==> src/rtl/puf_key_sequencer.sv <==
// puf_key_sequencer
//   Drives a ring-oscillator PUF core one challenge at a time. Each key bit
//   uses a settle / measure / hold window. The resulting response bits are
//   shifted into a key, which is then offered on a valid/ready output.
//
// Ports
//   clk        system clock
//   rst_n      asynchronous active-low reset
//   start      request a key generation (sampled only in IDLE)
//   seed[7:0]  base challenge, captured when start is accepted
//   busy       high whenever the sequencer is not IDLE
//   ro_en      oscillator enable to the PUF core
//   challenge  challenge to the PUF core (base + bit index, wraps mod 256)
//   response   PUF response bit, asynchronous to clk
//   key_data   assembled key, bit i = response to challenge i
//   key_valid  key_data complete and stable
//   key_ready  consumer accepts the key
module puf_key_sequencer #(
  parameter int N_BITS = 32,
  parameter int SETTLE = 4,
  parameter int WINDOW = 1024
) (
  input  logic              clk,
  input  logic              rst_n,
  input  logic              start,
  input  logic [7:0]        seed,
  output logic              busy,
  output logic              ro_en,
  output logic [7:0]        challenge,
  input  logic              response,
  output logic [N_BITS-1:0] key_data,
  output logic              key_valid,
  input  logic              key_ready
);

  // The counter also times the 3-cycle HOLD phase, so it must reach 2 even
  // when SETTLE and WINDOW are tiny.
  localparam int MAX_A = (SETTLE > WINDOW) ? SETTLE : WINDOW;
  localparam int MAX_C = (MAX_A > 3) ? MAX_A : 3;
  localparam int CW    = $clog2(MAX_C + 1);
  localparam int IW    = $clog2(N_BITS + 1);

  typedef enum logic [2:0] {
    ST_IDLE    = 3'd0,
    ST_SETTLE  = 3'd1,
    ST_MEASURE = 3'd2,
    ST_HOLD    = 3'd3,
    ST_OUTPUT  = 3'd4
  } state_t;

  state_t            state_reg, state_next;
  logic [CW-1:0]     cnt_reg;
  logic [IW-1:0]     index_reg;
  logic [7:0]        base_reg;
  logic              sync_meta_reg;
  logic [N_BITS-1:0] key_data_reg;

  logic start_accept;
  logic settle_done;
  logic measure_done;
  logic hold_done;
  logic last_bit;

  assign start_accept = (state_reg == ST_IDLE) && start;
  assign settle_done  = (state_reg == ST_SETTLE)  && (cnt_reg == CW'(SETTLE - 1));
  assign measure_done = (state_reg == ST_MEASURE) && (cnt_reg == CW'(WINDOW - 1));
  assign hold_done    = (state_reg == ST_HOLD)    && (cnt_reg == CW'(2));
  assign last_bit     = (index_reg == IW'(N_BITS - 1));

  // State register
  always_ff @(posedge clk or negedge rst_n) begin
    if (!rst_n) begin
      state_reg <= ST_IDLE;
    end else begin
      state_reg <= state_next;
    end
  end

  // Next-state logic
  always_comb begin
    state_next = state_reg;
    case (state_reg)
      ST_IDLE:    if (start_accept) state_next = ST_SETTLE;
      ST_SETTLE:  if (settle_done)  state_next = ST_MEASURE;
      ST_MEASURE: if (measure_done) state_next = ST_HOLD;
      ST_HOLD:    if (hold_done)    state_next = last_bit ? ST_OUTPUT : ST_SETTLE;
      ST_OUTPUT:  if (key_ready)    state_next = ST_IDLE;
      default:                      state_next = ST_IDLE;
    endcase
  end

  // Outputs are decoded straight from the state so that ro_en and the
  // handshake flags drop the moment rst_n is asserted.
  always_comb begin
    busy      = (state_reg != ST_IDLE);
    ro_en     = (state_reg == ST_MEASURE);
    key_valid = (state_reg == ST_OUTPUT);
    challenge = base_reg + 8'(index_reg);
  end

  // Phase counter: restarts at every phase boundary.
  always_ff @(posedge clk or negedge rst_n) begin
    if (!rst_n) begin
      cnt_reg <= '0;
    end else if ((state_reg == ST_IDLE) || (state_reg == ST_OUTPUT) ||
                 settle_done || measure_done || hold_done) begin
      cnt_reg <= '0;
    end else begin
      cnt_reg <= cnt_reg + CW'(1);
    end
  end

  // Base challenge and bit index. The index only advances at HOLD->SETTLE,
  // so the challenge is constant across a bit's whole period.
  always_ff @(posedge clk or negedge rst_n) begin
    if (!rst_n) begin
      base_reg  <= 8'h00;
      index_reg <= '0;
    end else if (start_accept) begin
      base_reg  <= seed;
      index_reg <= '0;
    end else if (hold_done && !last_bit) begin
      index_reg <= index_reg + IW'(1);
    end
  end

  // First synchroniser stage runs continuously. The key bit register is the
  // second stage: on the third HOLD edge it takes the value sampled on the
  // second HOLD edge, i.e. two cycles after the oscillator was frozen.
  always_ff @(posedge clk or negedge rst_n) begin
    if (!rst_n) begin
      sync_meta_reg <= 1'b0;
    end else begin
      sync_meta_reg <= response;
    end
  end

  generate
    for (genvar gi = 0; gi < N_BITS; gi++) begin : g_key_bit
      always_ff @(posedge clk or negedge rst_n) begin
        if (!rst_n) begin
          key_data_reg[gi] <= 1'b0;
        end else if (start_accept) begin
          key_data_reg[gi] <= 1'b0;
        end else if (hold_done && (index_reg == IW'(gi))) begin
          key_data_reg[gi] <= sync_meta_reg;
        end
      end
    end
  endgenerate

  assign key_data = key_data_reg;

endmodule

==> config.mk <==
export PLATFORM = sky130hd
export DESIGN_NAME = puf_key_sequencer
export DESIGN_NICKNAME = d
export VERILOG_FILES = /design/src/rtl/puf_key_sequencer.sv
export SDC_FILE = /design/constraint.sdc
export NUM_CORES = 1
export LEC_CHECK = 0
export CAP_MARGIN = 25
export CORE_MARGIN = 4
export CORE_UTILIZATION = 57
export CTS_CLUSTER_DIAMETER = 60
export DETAILED_ROUTE_END_ITERATION = 10
export PLACE_DENSITY_LB_ADDON = 0.15
export SKIP_LAST_GASP = 1
export SLEW_MARGIN = 0
export SYNTH_ARGS = -nofsm -noshare
export SYNTH_HDL_FRONTEND = slang
export SYNTH_SLANG_ARGS = --single-unit
==> constraint.sdc <==
create_clock -name clk -period 4.4 [get_ports clk]
set_clock_uncertainty 0.15 [all_clocks]
set_input_delay 0.88 -clock clk [delete_from_list [all_inputs] [get_ports clk]]
set_output_delay 0.88 -clock clk [all_outputs]
set_load 0.03 [all_outputs]
# --- Yosys cells after proc, flatten, opt, wreduce, memory -nomap -nowiden ---
# Index checks and enable logic that the tools add are counted.
totals:
  ff_bits: 61
  in_bits: 13
  out_inout_bits: 43
  word_cells: 236
op_classes:
  add_sub_neg: 3
  eq_ne: 43
  n_mux: 74
  n_reduce_logical: 79
ops:
  columns: ["cell", "count"]
  rows:
  - ["$eq A6 B5 Y1 const B", 16]
  - ["$reduce_bool A2 Y1", 33]
  - ["$mux W1", 64]
  - ["$eq A6 B4 Y1 const B", 8]
  - ["$logic_and A1 B1 Y1", 37]
  - ["$eq A6 B3 Y1 const B", 4]
  - ["$eq A11 B2 Y1 const B", 2]
  - ["$mux W3", 6]
  - ["$pmux W3 S5", 1]
  - ["$eq A6 B2 Y1 const B", 2]
  - ["$mux W6", 2]
  - ["$add A11 B1 Y11 const B", 1]
  - ["$eq A11 B10 Y1 const B", 1]
  - ["$mux W11", 1]
  - ["$add A8 B6 Y8", 1]
  - ["$add A6 B1 Y6 const B", 1]
  - ["$eq A3 B2 Y1 const B", 2]
  - ["$eq A6 B1 Y1 const B", 1]
  - ["$logic_not A6 Y1", 1]
  - ["$ne A2 B2 Y1 const B", 3]
  - ["$reduce_and A5 Y1", 1]
  - ["$logic_or A1 B1 Y1", 4]
  - ["$ne A2 B1 Y1 const B", 2]
  - ["$eq A3 B1 Y1 const B", 1]
  - ["other kinds (4)", 4]

# --- Depth between registers and ports, before layout ---
depth:
  depth_word: 6
  depth_mapped: 7
  depth_no_buf: 6

# --- Worst setup path before layout ---
# OpenSTA, ideal clock, no wires.
synth_timing:
  path_type: "flip-flop to output port"
  from: "reg index_reg[1]"
  to: "out challenge[7]"
  arrival_time_ns: 1.883
  setup_slack_ns: 1.487
  path_stages_with_launch: 6
  path_cell_list: "dfrtp_1 -> ha_1 -> a21oi_1 -> o221ai_1 -> or4b_2 -> nand4_1"
synth_via:
  elab_chain_cells: 1
synth_rtl:
  columns: ["item", "line_no", "text"]
  rows:
  - ["start, declared", "53", "logic [IW-1:0] index_reg;"]
  - ["start signal, assigned", "123", "index_reg <= index_reg + IW'(1);"]
  - ["$add A8 B6 Y8", "98", "challenge = base_reg + 8'(index_reg);"]
  - ["end, declared", "29", "output logic [7:0] challenge,"]
# Every way passes these cells.

# --- Worst setup path after layout ---
layout_timing:
  from: "reg index_reg[2]"
  to: "out challenge[7]"
# Same word-level chain as after synthesis.

==> results.sh <==
export IMPL_outcome="finished, final reports clean"
export IMPL_synth_cells=335
export IMPL_synth_area_mux_share_pct=13.35
export IMPL_yosys_area_top_type="dfrtp_1"
export IMPL_final_nets=416
export IMPL_p_leak_nw=1.959
export IMPL_synth_compound_area_share_pct=5.241
export IMPL_min_path_type="reg -> reg"
export IMPL_met1_length_mm=3.512
export IMPL_dpl_cell_count=450
export IMPL_yosys_register_bits=61
export IMPL_final_layout_size_suffix_gt1_share_pct=10.38
export IMPL_hold_violations=0
export IMPL_synthToLayoutAreaGrowth_pct=25.49
export IMPL_yosysWarnings=0
export IMPL_initial_utilization_pct=59.53
export IMPL_synth_edf_count=0
export IMPL_startpoint_type="flop"
export IMPL_reg2regPathDepth=4
export IMPL_synth_ff_type="dfrtp_1"
export IMPL_die_w_um=84.30
export IMPL_cts_reportedPaths_clkPinSlew_ns=0.07
export IMPL_diodes=0
export IMPL_max_cap_viol_count=0
export IMPL_grt_overflow_total=0
export IMPL_via_count=2627
export IMPL_ys_types=45
export IMPL_tightest_slew_ns=0.8249
export IMPL_grt_use_total_pct=22.87
export IMPL_cp_end_kind="primary output"
export IMPL_place_ws_ns=0.7863
export IMPL_routed_wl_mm=7.694
export IMPL_first_pass_iters=4
export IMPL_core_rowCount=27
export IMPL_grt_max_degree=48
export IMPL_dieHeight_um=84.30
export IMPL_clockBufferDepth=2
export IMPL_finalNonFillerCells=467
export IMPL_timing_fmax_mhz=251.7
export IMPL_p_per_area_nw_per_um2=553.0
export IMPL_irDropWorstVdd_v=0.0003741
export IMPL_period_minus_slack_ns=3.972
export IMPL_worstHoldStart="base_reg[4]"
export IMPL_final_cell_mix="nand2_1, dfrtp_1, clkdlybuf4s50_1, mux2i_1, nor2_1"
export IMPL_async_flop_share_pct=100.0
export IMPL_drt_iter0_drc=238
export IMPL_postCtsSetupRepairBufs=0
export IMPL_rrSetupSlack_ns=1.59
export IMPL_antenna_found_initial=0
export IMPL_routedWlPerCell_um=16.48
export IMPL_worstPathRequired_ns=3.37
export IMPL_io_pins=56
export IMPL_synth_area_leaders="dfrtp_1, mux2i_1, nand2_1"
export IMPL_path_max_fanout=10
export IMPL_post_cts_resized=0
export IMPL_grt_pass1_wl_mm=13.16
export IMPL_avgViaCountPerCell=5.625
export IMPL_holdPathStages=1
export IMPL_rsz0062_at_grt="no"
export IMPL_critPathKind="reg -> out"
export IMPL_die_area_um2=7106
export IMPL_route_met2_wl_mm=3.666
export IMPL_h_tree_depth=3
export IMPL_power_w=0.002303
export IMPL_wl_met3_um=430
export IMPL_setup_viol=0
export IMPL_synth_top_family_by_area="simple AND/OR/NAND/NOR gates"
export IMPL_io_buffers=55
export IMPL_syn_nets=361
export IMPL_insertion_delay_ns=0.33
export IMPL_place_congestion=0.8355
export IMPL_ctsHoldBuffers=0
export IMPL_synth_seq_area_share_pct=46.00
export IMPL_avgSynthCellArea_um2=9.905
export IMPL_top_layer="met4"
export IMPL_synth_fa_ha_area_share_pct=5.128
export IMPL_drc=0
export IMPL_mostFrequentLayoutCell="nand2_1"
export IMPL_ctsRootBufferMaster="clkbuf_8"
export IMPL_hpwl_mm=5.189
export IMPL_grt_pass1_vias=2637
export IMPL_whs_endpoint="base_reg[4]"
export IMPL_reg2reg_to="index_reg[1]"
export IMPL_synth_simple_area_share_pct=23.76
export IMPL_fin_ws_ns=0.4278
export IMPL_cts_tree="yes"
export IMPL_largest_reg_flops=32
export IMPL_slew_viol_final=0
export IMPL_max_slew_margin_pct=44.50
export IMPL_core_um2=5574
export IMPL_arrival_ns=2.94
export IMPL_synth_xor_area_share_pct=3.431
export IMPL_synth_top_area_share_pct=46.00
export IMPL_syn_area_um2=3318
export IMPL_cts_made_buffers=9
export IMPL_clock_sinks=61
export IMPL_antenna_left=0
export IMPL_fin_crit_sh_pct=90.28
export IMPL_r2r_start="cnt_reg[3]"
export IMPL_fin_tns_setup_ns=0
-- power breakdown --
| group | switching (W) | total, W | leakage, nW | internal (W) |
|---|---|---|---|---|
| registers | 0.000118 | 0.000774 | 0.820 | 0.000656 |
| clock network | 0.000221 | 0.000570 | 0.116 | 0.000348 |
| logic | 0.000562 | 0.000959 | 1.02 | 0.000397 |
-- critical path, cell delays in order, from the launching register on --
cell,delay [ns]
dfrtp_1,0.50
ha_1,0.39
nand3_1,0.11
o221ai_1,0.20
or4b_2,0.65
nand4_1,0.09
clkdlybuf4s50_1,0.67
-- cell usage after synthesis, types with 3 or more instances --
master,count
xnor2_1,7
or2_2,3
nand2_1,72
buf_1,3
clkbuf_1,11
a21oi_1,6
mux2i_1,33
dfrtp_1,61
nor3_1,9
nand4b_1,5
nor2_1,27
nand2b_1,5
nor4_4,4
nand3_1,11
ha_1,12
nand4_1,5
o211ai_1,3
inv_1,12
mux2_2,10
xor2_1,6
-- kinds of logic (layout without fill, tap and decap cells) --
kind of cell / Yosys count / count (layout)
AND/OR/NAND/NOR: 154 / 154
AO/OA/AOI/OAI: 24 / 24
XOR/XNOR: 13 / 13
buffers and inverters: 27 / 87
multiplexers: 43 / 43
adder cells (fa/ha/maj): 13 / 13
flip-flops: 61 / 61
-- layout make-up --
| cell class | instances | area [um2] |
|---|---|---|
| repair buffers | 59 | 588.1 |
| multi-input cells | 247 | 1689 |
| well taps | 72 | 90.09 |
| fillers | 403 | 1410 |
| clock buffers | 12 | 155.1 |
| flip-flops and latches | 61 | 1526 |
| clock inverters | 4 | 70.07 |
| inverters | 12 | 45.04 |
-- through the flow --
stage | hold WS (ns) | util (%) | instance area, um2
6_report | 0.3615 | 74.70 | 4164
3_5_place_dp | 0.3508 | 70.30 | 3919
3_3_place_gp | 0.3412 | 70.30 | 3919
5_1_grt | 0.3822 | 74.70 | 4164
4_1_cts | 0.3657 | 74.34 | 4144
2_1_floorplan | 0.3336 | - | 3318
-- metal layers --
metal / GRT usage, % / vias to the layer above
li1: - / 1263
met5: 0 / -
met1: 31.61 / 1267
met3: 6.281 / 11
met4: 5.994 / 0
met2: 35.72 / 86
-- worst max-delay path by stage --
stage / start / slack [ns] / to
after floorplan: index_reg[1] / 1.49 / challenge[7]
after detailed placement: index_reg[2] / 0.79 / challenge[7]
after CTS: index_reg[2] / 0.43 / challenge[7]
final: index_reg[2] / 0.43 / challenge[7]
after global placement: index_reg[2] / 0.89 / challenge[7]
after global routing: index_reg[2] / 0.34 / challenge[7]
Note: power is estimated with default switching activity, not from simulation.
